===== src/rtl/serial_sub_sequencer.sv =====
// Bit-serial subtractor: diff = a - b - bin, one bit per clock, LSB first.
// A single 1-bit borrow-lookahead cell is reused for every bit position.
// The controller holds the operands and the running borrow, counts the bit
// position, and reports completion with a busy/done handshake.

// One-bit subtract cell in generate/propagate form.
// A borrow is generated when a=0 and b=1. An incoming borrow is passed on
// when a == b.
module serial_sub_cell (
    input  logic a,
    input  logic b,
    input  logic bin,
    output logic d,
    output logic bout
);
    logic gen;
    logic prop;

    assign gen  = ~a & b;
    assign prop = ~(a ^ b);
    assign d    = a ^ b ^ bin;
    assign bout = gen | (prop & bin);
endmodule

module serial_sub_sequencer #(
    parameter int WIDTH = 8,
    parameter int CW    = 5
) (
    input  logic             clk,
    input  logic             reset,
    input  logic             start,
    input  logic [WIDTH-1:0] a,
    input  logic [WIDTH-1:0] b,
    input  logic             bin,
    output logic             busy,
    output logic             done,
    output logic [WIDTH-1:0] diff,
    output logic             bout,
    output logic             zero
);
    typedef enum logic [1:0] {IDLE, RUN, DONE} state_t;

    state_t           state;
    logic [WIDTH-1:0] a_reg;
    logic [WIDTH-1:0] b_reg;
    logic [WIDTH-1:0] shift;
    logic             borrow;
    logic [CW-1:0]    count;

    logic             cell_d;
    logic             cell_bout;
    logic [WIDTH-1:0] result;
    logic             last_bit;

    serial_sub_cell u_cell (
        .a    (a_reg[0]),
        .b    (b_reg[0]),
        .bin  (borrow),
        .d    (cell_d),
        .bout (cell_bout)
    );

    // The full result includes the bit being produced this cycle. That lets
    // diff load on the same edge that processes the MSB.
    assign result   = {cell_d, shift[WIDTH-1:1]};
    assign last_bit = (count == CW'(WIDTH - 1));

    // Sequencer FSM with registered handshake and result outputs.
    always_ff @(posedge clk or posedge reset) begin
        if (reset) begin
            state  <= IDLE;
            a_reg  <= '0;
            b_reg  <= '0;
            shift  <= '0;
            borrow <= 1'b0;
            count  <= '0;
            busy   <= 1'b0;
            done   <= 1'b0;
            diff   <= '0;
            bout   <= 1'b0;
            zero   <= 1'b0;
        end else begin
            case (state)
                IDLE, DONE: begin
                    done <= 1'b0;
                    if (start) begin
                        // Capture a fresh operation. diff, bout and zero
                        // keep the previous result until the next completion.
                        a_reg  <= a;
                        b_reg  <= b;
                        borrow <= bin;
                        count  <= '0;
                        busy   <= 1'b1;
                        state  <= RUN;
                    end else begin
                        busy  <= 1'b0;
                        state <= IDLE;
                    end
                end
                RUN: begin
                    shift  <= result;
                    a_reg  <= a_reg >> 1;
                    b_reg  <= b_reg >> 1;
                    borrow <= cell_bout;
                    count  <= count + 1'b1;
                    if (last_bit) begin
                        diff  <= result;
                        bout  <= cell_bout;
                        zero  <= (result == '0);
                        busy  <= 1'b0;
                        done  <= 1'b1;
                        state <= DONE;
                    end
                end
                default: begin
                    busy  <= 1'b0;
                    done  <= 1'b0;
                    state <= IDLE;
                end
            endcase
        end
    end
endmodule


===== config.mk =====
export PLATFORM = sky130hd
export DESIGN_NAME = serial_sub_sequencer
export DESIGN_NICKNAME = d
export VERILOG_FILES = /design/src/rtl/serial_sub_sequencer.sv
export SDC_FILE = /design/constraint.sdc
export NUM_CORES = 1
export LEC_CHECK = 0
export CORE_ASPECT_RATIO = 0.9
export CORE_MARGIN = 2
export CORE_UTILIZATION = 45
export DETAILED_ROUTE_END_ITERATION = 10
export GPL_TIMING_DRIVEN = 1
export PLACE_DENSITY = 0.7
export SYNTH_ARGS = -nofsm -noshare
export SYNTH_HDL_FRONTEND = slang
export SYNTH_SLANG_ARGS = --single-unit

===== constraint.sdc =====
create_clock -name clk -period 2.5 [get_ports clk]
set_input_delay 0.5 -clock clk [delete_from_list [all_inputs] [get_ports clk]]
set_output_delay 0.5 -clock clk [all_outputs]
set_load 0.03 [all_outputs]

[Yosys cells after proc, flatten, opt, wreduce, memory -nomap -nowiden]
Cells that the tools add are included.
Word-level totals
  bits in registers: 44
  latch bits: 0
  memory bits (writable): 0
  ROM bits: 0
  bits of input ports: 20
  memories kept: 0
Operators by class
  add/subtract/negate cells: 1
  multipliers: 0
  divide/modulo/power cells: 0
  order comparisons: 0
  equal/unequal tests: 5
  shift-type cells: 0
  multiplexer cells: 16
  bitwise gates (word level): 7
  reductions and logical operators: 6
Operator list (number)
  $pmux 8 s2: 2
  $mux 8: 2
  $pmux 5 s2: 1
  $logic_not 8->1: 1
  $mux 1: 6
  $add 5x1->5 const B: 1
  $eq 5x3->1 const B: 1
  $mux 5: 1
  $ne 2x2->1 const B: 2
  $pmux 1 s2: 2
  $pmux 2 s2: 1
  $reduce_and 2->1: 2
  $and 1x1->1: 2
  $eq 2x1->1 const B: 1
  $eq 2x2->1 const B: 1
  $logic_not 2->1: 1
  $mux 2: 1
  $not 1->1: 2
  $reduce_bool 2->1: 1
  $reduce_or 2->1: 1
  $xor 1x1->1: 2
  $or 1x1->1: 1

[Logic depth before layout (Yosys ltp)]
  depth in word-level cells: 5
  mapped depth: 5
  depth with buffers taken out: 5

[By module]
From an unflattened synthesis, not the netlist that was laid out.
Unflattened totals
  cell total of the unflattened synthesis: 163
  area, all modules: 1809.2 µm²
By module, submodules not included
  serial_sub_sequencer: instances 1, cells an instance 159, area each 1778.0 µm²
  serial_sub_cell: instances 1, cells an instance 4, area each 31.3 µm²

[Worst setup path before layout]
OpenSTA, ideal clock, no wires.
  kind: reg-to-reg
  start point: reg count[0]
  end point: reg diff[0]
  library setup time: 0.125 ns
  arrival: 1.379 ns
  path slack: 0.996 ns
  stages on the path, launching flop included: 6
  cells stage by stage: dfrtp_1 > ha_1 > and4bb_2 > nand2_2 > buf_6 > mux2_4
On the way
  word-level cells in the longest chain between the ends: 2
RTL lines
  start: declaration: RTL line 48  | logic [CW-1:0] count;
  start signal: assignment: RTL line 105  | count <= count + 1'b1;
  $eq 5x3->1: RTL line 66  | assign last_bit = (count == CW'(WIDTH - 1));
  $reduce_and 2->1 (no source line)
  end signal: assignment: RTL line 107  | diff <= result;
  end: declaration: RTL line 37  | output logic [WIDTH-1:0] diff,
Every way passes these cells.
A chain may end at the register's enable or synchronous reset.

[Worst setup path in the final report]
  start point: reg busy
  end point: out busy
RTL lines
  start: declaration: RTL line 35  | output logic busy,
  start signal: assignment: RTL line 77  | busy <= 1'b0;
  start signal: assignment: RTL line 93  | busy <= 1'b1;
  start signal: assignment: RTL line 96  | busy <= 1'b0;
No word-level cell between the ends.

==> parameters.txt <==
Parameter                              Value

Outcome
  Result of the run ... completed

Synth
  Post-Synth Adder-Cell Area ... 1.80%
  Synthesized instance count ... 161
  Share of the synthesized area in compound gates (AO/OA/AOI/OAI) ... 9.99%
  Synth Area in Simple Gates ... 16.8%
  Post-synth ARST share ... 100%
  Sequential area share after synthesis ... 58.3%
  Main synth FF type ... sky130_fd_sc_hd__dfrtp_1
  Number of distinct standard cells referenced by the synthesized netlist ... 28
  Avg Cell Area, Syn ... 11.2 um^2
  Main combinational cell family by area after synthesis ... simple AND/OR/NAND/NOR gates
  Number of enable flip-flop cells after synthesis ... 0
  YS warnings ... 0
  Xor-xnor portion of the synthesized cell area ... 0%
  Combined area of all synthesized cells ... 1800 um^2
  Share of synthesized area spent on multiplexers ... 8.67%
  Register bit total from synthesis ... 42
  Syn_nets ... 183

Hold path
  Startpoint of the tightest hold check path ... count[4]
  Min-delay worst type ... reg -> reg
  Hold depth ... 1
  Hold endpoint ... count[4]

GRT
  Number of antenna violations at the first check in global routing ... 0
  Maximum number of pins on one net before global-route repair ... 43
  Global routing usage summed across all routing layers ... 18.1%
  Wire length of the first global-routing pass ... 6240 um
  Via count of the first global-routing pass ... 1328
  GRT Residual Overflow ... 0

Floorplanning
  Number of I/O pins ... 32
  Height of the chip ... 64.1 um
  Initial core utilization ... 47.7%
  Die Wd ... 70.7 um
  Area of the die ... 4530 um^2
  Core region area ... 3780 um^2
  Row cnt ... 21

Timing
  Actual transition at the worst max-transition pin ... 632 ps
  Share of the clock period used by the worst path ... 74.0%
  Number of endpoints with negative hold slack in the final report ... 0
  Final setup TNS ... 0 ps
  Setup Viol. Count Final ... 0
  RSZ-0062 raised after global routing ... false
  Final period demand of the worst path ... 1850 ps
  Worst-case hold slack ... 469 ps
  Slew Limit Headroom ... 57.9%
  Max-slew violation count ... 0
  Clock skew ... 11.3 ps
  Max frequency ... 0.540 GHz

Final layout
  Finished layout cell area ... 2230 um^2
  Layout Cells excl Fill ... 238
  Proportion of layout cells with a drive suffix above 1 ... 12.0%
  Final #Nets ... 213
  Most common cell after layout, fill and taps aside ... sky130_fd_sc_hd__dfrtp_1
  Top library cells by usage in the layout, fill and taps aside ... sky130_fd_sc_hd__dfrtp_1 (42), sky130_fd_sc_hd__nand2_1 (36), sky130_fd_sc_hd__clkdlybuf4s50_1 (31)
  Count of filler cells inserted in the layout ... 330
  Synthesis-to-layout area growth ... 23.5%
  Number of diodes ... 0

Critical path
  Buffers plus inverters on the worst setup path ... 1
  Reg-to-reg endpoint ... diff[5]
  CP max stage delay ... 700 ps
  Startpoint of the most critical register-to-register path ... state[1]
  Register-to-register setup slack ... 690 ps
  Cell family with the largest share of critical-path delay ... buffers and inverters
  Number of cells traversed by the worst register-to-register path ... 3
  Cell chain of the critical path ... clkdlybuf4s50_1
  Class of the most critical setup path ... reg -> out
  Kind of end point of the critical path ... output port
  Library cell contributing the largest single delay on the critical path ... sky130_fd_sc_hd__clkdlybuf4s50_1
  Arrival time of the worst setup path ... 1350 ps
  Top fanout value on the critical path ... 2
  Worst Setup Start Kind ... flop
  Data required time at the worst endpoint ... 2000 ps

Route
  Final wirelength ... 3570 um
  Number of vias after detailed routing ... 1304
  DRC violations left ... 0
  Routed vias/inst ... 5.48
  Drt initial violations ... 110
  Final antenna-violating net count ... 0
  TritonRoute pass-1 iters ... 4
  Wire length per cell after detailed routing ... 15.0 um

Pwr
  Peak supply drop ... 481 uV
  Leak Pwr ... 1.08 nW
  Power per Cell Area ... 1300 nW/um^2
  Overall power consumption ... 2.90 mW

Placement
  Buffers on Ports ... 31
  Global placement routability congestion ... 0.823
  Detail Placement HPWL ... 2490 um
  Instance area after placement ... 2140 um^2
  Cell total after placement ... 230

Clock tree
  Root Driver ... sky130_fd_sc_hd__clkbuf_8
  Worst-Skew Late Latency ... 300 ps
  Longest Clk Path Bufs ... 2
  Number of setup buffers added after CTS ... 0
  Number of H-tree levels ... 2
  Total clock buffers created by CTS ... 5
  Number of hold buffers added after cts ... 0
  Number of instances resized during post-cts repair ... 0
  Clock tree from TritonCTS ... built
  Clock tree sinks ... 42
  Clock Pin Slew Worst Setup and Hold Paths ... 70 ps

Job
  Maximum Capacitance Violations ... 0
==> metrics by stage <==
stage	utilization, %	setup WS, ps
final	58.9	650
after global routing	58.9	572
after CTS	58.9	628
after detailed placement	56.4	553
after global placement	56.4	614
after floorplan	-	996
==> cells in the mapped netlist (all sizes together) (2+ instances only) <==
master	number	area, um^2
a22oi	13	97.6
nand4	3	18.8
o21ai	2	10.0
mux2i	4	40.0
nand2	37	141
buf	9	51.3
nor4	2	12.5
a22o	4	35.0
nand2b	2	12.5
nand3	14	70.1
nor2	2	7.51
a221o	2	20.0
dfrtp	42	1050
mux2	8	116
clkbuf	2	7.51
inv	6	22.5
and2b	2	16.3
==> kinds of logic (layout without fill, tap and decap cells) <==
group	after synthesis	count (layout)
adder cells (fa/ha/maj)	2	2
buffers and inverters	17	48
AND/OR/NAND/NOR	65	65
AO/OA/AOI/OAI	23	23
multiplexers	12	12
flip-flops	42	42
==> power breakdown <==
part           switching (mW)  internal (mW)  leakage (nW)
combinational           0.683          0.569         0.516
sequential              0.211          0.991         0.525
clock                   0.246          0.199        0.0408
total                    1.14           1.76          1.08
==> worst max-delay path by stage <==
stage | from | endpoint | slack, ps | cells past startpoint
detailed placement | start | borrow | 550 | 5
finish | busy | busy | 650 | 1
floorplan | count[0] | diff[0] | 1000 | 5
global placement | start | borrow | 610 | 5
global route | state[1] | diff[5] | 570 | 3
CTS | state[1] | done | 630 | 1
==> final cells by class <==
type | count | area [um^2] | area share [%]
multi-input combinational | 102 | 672 | 30.2
sequential | 42 | 1050 | 47.2
timing repair buffer | 34 | 333 | 14.9
clock inverter | 3 | 23.8 | 1.07
inverter | 6 | 22.5 | 1.01
tap | 46 | 57.6 | 2.58
clock buffer | 5 | 68.8 | 3.09
==> routing by layer <==
| metal | track usage (%) | wire length (um) | vias to the layer above |
|---|---|---|---|
| li1 | - | - | 617 |
| met1 | 23.0 | 1610 | 640 |
| met2 | 28.7 | 1730 | 38 |
| met3 | 6.31 | 164 | 9 |
| met4 | 6.60 | 70 | 0 |
| met5 | 0 | 0 | - |
No activity file was read; power rests on OpenSTA's default activity.
